===== config.mk =====
export PLATFORM = sky130hd
export DESIGN_NAME = riscade_core_p_flat
export DESIGN_NICKNAME = d
export VERILOG_FILES = /design/src/rtl/riscade_core_p_if.sv /design/src/rtl/riscade_core_p.sv /design/src/flat_wrapper.sv
export SDC_FILE = /design/constraint.sdc
export NUM_CORES = 1
export LEC_CHECK = 0
export ABC_AREA = 0
export CORE_MARGIN = 2
export CORE_UTILIZATION = 45
export DETAILED_ROUTE_END_ITERATION = 16
export GPL_TIMING_DRIVEN = 0
export HOLD_SLACK_MARGIN = 0.02
export PLACE_DENSITY_LB_ADDON = 0.15
export SLEW_MARGIN = 5
export SYNTH_ARGS = -nofsm -noshare
export SYNTH_HDL_FRONTEND = slang
export SYNTH_SLANG_ARGS = --single-unit
export TNS_END_PERCENT = 1

===== constraint.sdc =====
create_clock -name clk -period 6.9 [get_ports clk]
set_clock_uncertainty 0.2 [all_clocks]
set_input_delay 2.07 -clock clk [delete_from_list [all_inputs] [get_ports clk]]
set_output_delay 2.07 -clock clk [all_outputs]
set_load 0.05 [all_outputs]

===== src/rtl/riscade_core_p_if.sv =====
// rtl/riscade_core_p_if.sv - memory bus between the riscade core and its memory
// Strobes and ack are active low; the core is the master.
interface riscade_core_p_if #(
  parameter int DATA_W = 8,
  parameter int ADDR_W = 8
);
  logic [ADDR_W-1:0] mem_addr;
  logic [DATA_W-1:0] mem_wdata;
  logic [DATA_W-1:0] mem_rdata;
  logic              mem_re_;
  logic              mem_we_;
  logic              mem_ack_;

  modport master (
    output mem_addr, mem_wdata, mem_re_, mem_we_,
    input  mem_rdata, mem_ack_
  );

  modport slave (
    input  mem_addr, mem_wdata, mem_re_, mem_we_,
    output mem_rdata, mem_ack_
  );
endinterface


===== src/rtl/riscade_core_p.sv =====
// rtl/riscade_core_p.sv - parametrised single-issue riscade core
// One FSM sequences fetch, execute and memory access over a req/ack bus.
module riscade_core_p #(
  parameter int               DATA_W   = 8,
  parameter int               ADDR_W   = 8,
  parameter int               NGPR     = 6,
  parameter logic [ADDR_W-1:0] RESET_PC = '0
) (
  input  logic              clk,
  input  logic              rst_,
  riscade_core_p_if.master  mem,
  output logic              halted_,
  output logic [ADDR_W-1:0] dbg_pc
);

  typedef enum logic [2:0] {
    S_BOOT,
    S_FETCH,
    S_EXEC,
    S_MEM,
    S_HALT
  } state_e;

  state_e            state_q, state_d;
  logic [ADDR_W-1:0] pc_q, pc_d;
  logic [7:0]        inst_q, inst_d;
  logic [DATA_W-1:0] fl_q, fl_d;
  logic [DATA_W-1:0] gpr_q [NGPR];
  logic [DATA_W-1:0] gpr_d [NGPR];

  logic [DATA_W-1:0] rd_val;
  logic [DATA_W:0]   sum_w;
  logic [DATA_W-1:0] diff_w;
  logic              borrow_w;

  // Source operand for cpf: GPRs, flags, zero-extended pc; unmapped ids read zero.
  always_comb begin
    rd_val = '0;
    for (int i = 0; i < NGPR; i++) begin
      if (inst_q[3:0] == 4'(i)) rd_val = gpr_q[i];
    end
    if (inst_q[3:0] == 4'd14) rd_val = fl_q;
    if (inst_q[3:0] == 4'd15) rd_val[ADDR_W-1:0] = pc_q;
  end

  assign sum_w    = {1'b0, gpr_q[0]} + {1'b0, gpr_q[1]};
  assign diff_w   = gpr_q[0] - gpr_q[1];
  assign borrow_w = gpr_q[0] < gpr_q[1];

  always_comb begin
    state_d       = state_q;
    pc_d          = pc_q;
    inst_d        = inst_q;
    fl_d          = fl_q;
    gpr_d         = gpr_q;
    mem.mem_addr  = '0;
    mem.mem_wdata = '0;
    mem.mem_re_   = 1'b1;
    mem.mem_we_   = 1'b1;

    case (state_q)
      S_BOOT: state_d = S_FETCH;

      S_FETCH: begin
        mem.mem_re_  = 1'b0;
        mem.mem_addr = pc_q;
        if (!mem.mem_ack_) begin
          inst_d  = mem.mem_rdata[7:0];
          pc_d    = pc_q + ADDR_W'(1);
          state_d = S_EXEC;
        end
      end

      S_EXEC: begin
        state_d = S_FETCH;
        casez (inst_q)
          8'b0000_0000: ;
          8'b0001_????: gpr_d[0] = rd_val;
          8'b0010_????: begin
            for (int i = 0; i < NGPR; i++) begin
              if (inst_q[3:0] == 4'(i)) gpr_d[i] = gpr_q[0];
            end
            if (inst_q[3:0] == 4'd14) fl_d = gpr_q[0];
            // Conditional branch: overrides the increment already applied at fetch.
            if (inst_q[3:0] == 4'd15 && fl_q[0]) pc_d = gpr_q[0][ADDR_W-1:0];
          end
          8'h30, 8'h31: state_d = S_MEM;
          8'h32: gpr_d[0] = '0;
          8'h33: fl_d[0] = ~fl_q[0];
          8'h34: begin
            gpr_d[0] = sum_w[DATA_W-1:0];
            fl_d[1]  = sum_w[DATA_W];
          end
          8'h35: begin
            gpr_d[0] = diff_w;
            fl_d[1]  = borrow_w;
          end
          8'h3f: state_d = S_HALT;
          8'b01??_????: begin
            if (inst_q[4]) begin
              gpr_d[0][7:4] = inst_q[3:0];
            end else begin
              gpr_d[0]      = '0;
              gpr_d[0][3:0] = inst_q[3:0];
            end
          end
          8'b10??_0000: begin
            case (inst_q[5:4])
              2'b00:   fl_d[0] = (gpr_q[0] == '0);
              2'b01:   fl_d[0] = (gpr_q[0] != '0);
              2'b10:   fl_d[0] = gpr_q[0][DATA_W-1];
              default: fl_d[0] = gpr_q[0][0];
            endcase
          end
          default: fl_d[2] = 1'b1;
        endcase
      end

      S_MEM: begin
        mem.mem_addr = gpr_q[1][ADDR_W-1:0];
        if (inst_q[0]) begin
          mem.mem_we_   = 1'b0;
          mem.mem_wdata = gpr_q[0];
        end else begin
          mem.mem_re_ = 1'b0;
        end
        if (!mem.mem_ack_) begin
          if (!inst_q[0]) gpr_d[0] = mem.mem_rdata;
          state_d = S_FETCH;
        end
      end

      S_HALT: ;

      default: state_d = S_BOOT;
    endcase
  end

  always_ff @(posedge clk) begin
    if (!rst_) begin
      state_q <= S_BOOT;
      pc_q    <= RESET_PC;
      inst_q  <= '0;
      fl_q    <= '0;
      for (int i = 0; i < NGPR; i++) gpr_q[i] <= '0;
    end else begin
      state_q <= state_d;
      pc_q    <= pc_d;
      inst_q  <= inst_d;
      fl_q    <= fl_d;
      gpr_q   <= gpr_d;
    end
  end

  assign halted_ = (state_q != S_HALT);
  assign dbg_pc  = pc_q;

endmodule


===== src/flat_wrapper.sv =====
// flat-port wrapper written by rule: the top's interface ports become plain ports
module riscade_core_p_flat 
#(
  parameter int               DATA_W   = 8,
  parameter int               ADDR_W   = 8,
  parameter int               NGPR     = 6,
  parameter logic [ADDR_W-1:0] RESET_PC = '0
)
  (clk, rst_, halted_, dbg_pc, mem_mem_addr, mem_mem_wdata, mem_mem_re_, mem_mem_we_, mem_mem_rdata, mem_mem_ack_);
  riscade_core_p_if #(.DATA_W(DATA_W), .ADDR_W(ADDR_W)) mem_i ();
  input  logic clk;
  input  logic rst_;
  output logic halted_;
  output logic [ADDR_W-1:0] dbg_pc;
  output wire logic [$bits(mem_i.mem_addr)-1:0] mem_mem_addr;
  output wire logic [$bits(mem_i.mem_wdata)-1:0] mem_mem_wdata;
  output wire logic [$bits(mem_i.mem_re_)-1:0] mem_mem_re_;
  output wire logic [$bits(mem_i.mem_we_)-1:0] mem_mem_we_;
  input wire logic [$bits(mem_i.mem_rdata)-1:0] mem_mem_rdata;
  input wire logic [$bits(mem_i.mem_ack_)-1:0] mem_mem_ack_;
  assign mem_mem_addr = mem_i.mem_addr;
  assign mem_mem_wdata = mem_i.mem_wdata;
  assign mem_mem_re_ = mem_i.mem_re_;
  assign mem_mem_we_ = mem_i.mem_we_;
  assign mem_i.mem_rdata = mem_mem_rdata;
  assign mem_i.mem_ack_ = mem_mem_ack_;
  riscade_core_p #(.DATA_W(DATA_W), .ADDR_W(ADDR_W), .NGPR(NGPR), .RESET_PC(RESET_PC)) u_core (.clk(clk), .rst_(rst_), .mem(mem_i), .halted_(halted_), .dbg_pc(dbg_pc));
endmodule

---- Yosys cells after proc, flatten, opt, wreduce, memory -nomap -nowiden ----
Cells that the tools add are included.
storage, ports and cells
  bits in registers ....................... 75
  logic and storage cells ................. 117
operators by class
  $add $sub $neg .......................... 3
  order comparisons ....................... 1
  equal/unequal tests ..................... 34
  mux-type cells .......................... 34
  bitwise gates (word level) .............. 4
  reductions and logical operators ........ 27
operator list
  cell                    number
  $mux W8                 15
  $eq A8 B6 Y1 const B    7
  $pmux W8 S2             3
  $pmux W8 S5             1
  $reduce_and A3 Y1       10
  $logic_not A8 Y1        2
  $pmux W3 S5             1
  $eq A4 B2 Y1 const B    3
  $reduce_or A11 Y1       1
  $ne A10 B10 Y1 const B  1
  $add A8 B8 Y9           1
  $mux W3                 3
  $pmux W1 S3             3
  $add A8 B1 Y8 const B   1
  $eq A4 B1 Y1 const B    2
  $eq A4 B3 Y1 const B    2
  $eq A4 B4 Y1 const B    2
  $lt A8 B8 Y1            1
  $mux W4                 2
  $ne A2 B2 Y1 const B    4
  $reduce_bool A8 Y1      1
  $sub A8 B8 Y8           1
  $eq A3 B2 Y1 const B    2
  $eq A6 B6 Y1 const B    1
  22 further kinds        33

---- Logic depth before layout (Yosys ltp) ----
  word-level depth ........................ 11
  gate-level depth with buffers ........... 11
  mapped depth without buffers ............ 11

---- Worst setup path after synthesis ----
Ideal clock, no wire load.
  path type ............................... register -> output
  from .................................... reg u_core.state_q[1]
  to ...................................... out mem_mem_wdata[0]
  data arrival time ....................... 2.070 ns
  data required time ...................... 4.630 ns
  slack ................................... 2.560 ns
  stages on the path, launching flop included .. 7
  path buffers ............................ 2
  path through ............................ dfxtp_1 buf_4 and2b_4 and2_1 clkbuf_1 nand2_1 nor2_1
between the ends
  cells in the longest elaborated chain, start to end .. 2
ends and longest elaborated chain
  element                 RTL line               source
  from (decl)             riscade_core_p.sv:24   state_e state_q, state_d;
  from (signal assigned)  riscade_core_p.sv:147  state_q <= state_d;
  $eq A3 B2 Y1            riscade_core_p.sv:61   case (state_q)
  $mux W8                 riscade_core_p.sv:61
  to (decl)               flat_wrapper.sv:16     output wire logic [$bits(mem_i.mem_wdata)-1:0] mem_mem_wdata;
Every way passes these cells.

---- Worst setup path after layout ----
  from .................................... reg u_core.state_q[1]
  to ...................................... out mem_mem_wdata[7]
The elaborated chain is that of the path after synthesis.

==> reports/results.tsv <==
metric	value	unit
Slew Limit Headroom	0.403	
fin crit period	5.14	ns
Synth async-reset ratio	0	
IO Pins	38	
status	completed	
vias	5034	
antenna violations before repair	1	
clock latency on the worst-skew pair	0.35	ns
FF-to-FF path depth	9	
final hold vios	0	
dpl ws	2.16	ns
DRT iter0 DRCs	529	
hold crit path type	flip-flop to flip-flop	
Die H	111	um
final worst setup slack	1.76	ns
Hold Buf Count CTS	0	
commonest non-fill, non-tap cell in the layout	dfxtp_1	
most frequent cells in the layout	75 x dfxtp_1, 60 x nand2_1, 56 x mux2i_1	
clock sinks	75	
internal power	0.796	mW
clock-pin slew on the worst setup and hold paths	0.06	ns
Syn Nets	663	
worst vdd ir	0.132	mV
largest net degree at the start of global routing	13	
Reg power frac	0.409	
FF-to-FF setup slack	3.87	ns
1st-pass router iterations	5	
Peak Freq	195	MHz
CTS tree	built	
number of buffers created by CTS	9	
Port Buffers	36	
Site Rows	39	
Sw Ratio	0.267	
Max Root-Sink Buffers	2	
total wire length	18500	um
drt drc	0	
Placer Congestion	1.02	
dpl hpwl	13500	um
area grow syn2layout	16.4	%
first-pass GRT wire length	28300	um
kind of critical path	flip-flop to output port	
Mapped Cells	632	
Avg Inst Size Synth	8.21	sq um
final slew viol count	0	
Synth cell types	77	
vias in the first global route	4696	
Starting Density	0.459	
ys flop type	dfxtp_1	
H-tree Lvls	3	
worst-margin pin slew	0.896	ns
nets	710	
GRT overflow	0	
die area	12400	sq um
most used cell, CP	clkbuf_1	
Die X-Extent	111	um
share of layout cells above drive strength 1	0.102	
Clk pwr share	0.462	
Cell Chain, Critical Path	buf_4, and2b_4, and2_1, clkbuf_1, clkbuf_1, and3_1, clkdlybuf4s50_1	
synth warn	0	
Max-cap violations	0	
WP data required	4.63	ns
Post-synth EDFFs	0	
register area share after synthesis	0.289	
Setup TNS	0	ns
Final ANT Viol Nets	0	
static leakage	2.25	nW
period utilization	0.744	
wire per inst	22.4	um
NetSw	0.290	mW
unrepaired setup endpoints after global routing	false	
CP Launch Type	flip-flop	
arrival time of the worst setup path	2.87	ns
Cell Pwr Density	180	nW/um^2
root buffer cell	clkbuf_16	
Post-CTS Setup Inserts	0	
PostCTS Resize Cnt	0	
vias per inst	6.09	
final setup vio count	0	
n_diodes	0	
maximum net fanout on the critical path	10	
Comb pwr share	0.129	
Mapped Area	5190	sq um
largest stage delay on the critical path	0.80	ns
worst hold stages	2	
highest-delay cell along the critical path	clkdlybuf4s50_1	
critical path endpoint category	output port	
Synth Register Bits	75	
Total GRT Usage	0.302	
core area	11300	sq um
==> logic make-up (layout without fill, tap and decap cells) <==
group | count (synthesis) | count (layout) | share of synthesized area
compound gates | 163 | 163 | 0.214
xor+xnor | 8 | 8 | 0.0135
fa+ha+maj | 20 | 20 | 0.0511
simple gates | 244 | 244 | 0.257
mux | 59 | 59 | 0.114
flops | 75 | 75 | 0.289
buf+inv | 63 | 114 | 0.0612
==> power groups by stage <==
stage	clock, mW	sequential [mW]	combinational (mW)
after floorplan	0	0.454	0.0904
after global placement	0	0.453	0.135
after detailed placement	0	0.454	0.136
after CTS	0.510	0.444	0.137
after global routing	0.525	0.445	0.148
final	0.501	0.444	0.140
==> cell usage after synthesis (3+ instances only) <==
cell type	n	share of area
and3_1	12	0.014
nor3_1	7	0.0067
buf_2	14	0.013
a21boi_1	12	0.017
buf_6	4	0.0087
xnor2_1	7	0.012
nor3b_1	4	0.0058
clkbuf_1	20	0.014
a31oi_1	6	0.0072
ha_1	18	0.043
o21ai_0	27	0.026
nand2_1	60	0.043
inv_1	14	0.010
or4_1	3	0.0043
nand3_1	17	0.016
a21boi_0	9	0.013
o31ai_1	3	0.0043
a211oi_1	4	0.0058
o22ai_1	9	0.011
a21oi_1	36	0.035
mux2i_1	56	0.11
a22oi_1	7	0.010
o21ai_1	15	0.014
and2_1	11	0.013
dfxtp_1	75	0.29
o211ai_1	3	0.0043
nor2_1	49	0.035
nand2b_1	12	0.014
nor2b_1	42	0.051
or3_1	4	0.0048
buf_4	9	0.013
o221ai_1	7	0.012
==> registers in the layout (all words and copies together) (netlist names) <==
register and count:
u_core.inst_q 8, u_core.state_q 3, u_core.dbg_pc 8, u_core.fl_q 8, u_core.gpr_q 48
==> routing by layer <==
layer,up-vias,global-route usage,wire length (um)
met5,-,0,0
met4,0,0.170,849
met3,43,0.0479,1540
met2,272,0.438,7920
met1,2377,0.428,8170
li1,2342,-,-
==> layout make-up <==
type / count / area (sq um)
inverters: 15 / 56.3
clock buffers: 12 / 267
fillers: 1123 / 5280
clock inverters: 3 / 46.3
well taps: 143 / 179
plain buffers: 48 / 262
repair buffers: 36 / 360
multi-input cells: 494 / 3370
flip-flops and latches: 75 / 1500
==> path summary, 6_finish.rpt <==
check | from | endpoint
worst max-delay path | u_core.state_q[1] | mem_mem_wdata[7]
worst max register to register | u_core.gpr_q[40] | u_core.fl_q[1]
worst min-delay path | u_core.gpr_q[29] | u_core.gpr_q[29]
worst min register to register | u_core.gpr_q[29] | u_core.gpr_q[29]
==> critical path, delay by kind of cell (launching register included) <==
family | cells | cell delay, ns
buf+inv | 4 | 1.67
flops | 1 | 0.30
simple gates | 3 | 0.55
==> per-stage QoR <==
step                      power (mW)  hold WS, ns  instances  utilization  cell area, sq um
after floorplan                0.544        0.235        632            -              5190
after global placement         0.589        0.250        811        0.506              5730
after detailed placement       0.590        0.256        811        0.506              5730
final                           1.09        0.264        826        0.534              6040
after global routing            1.12        0.288        826        0.534              6040
after CTS                       1.09        0.264        826        0.534              6040
(Power assumes the default switching activity.)
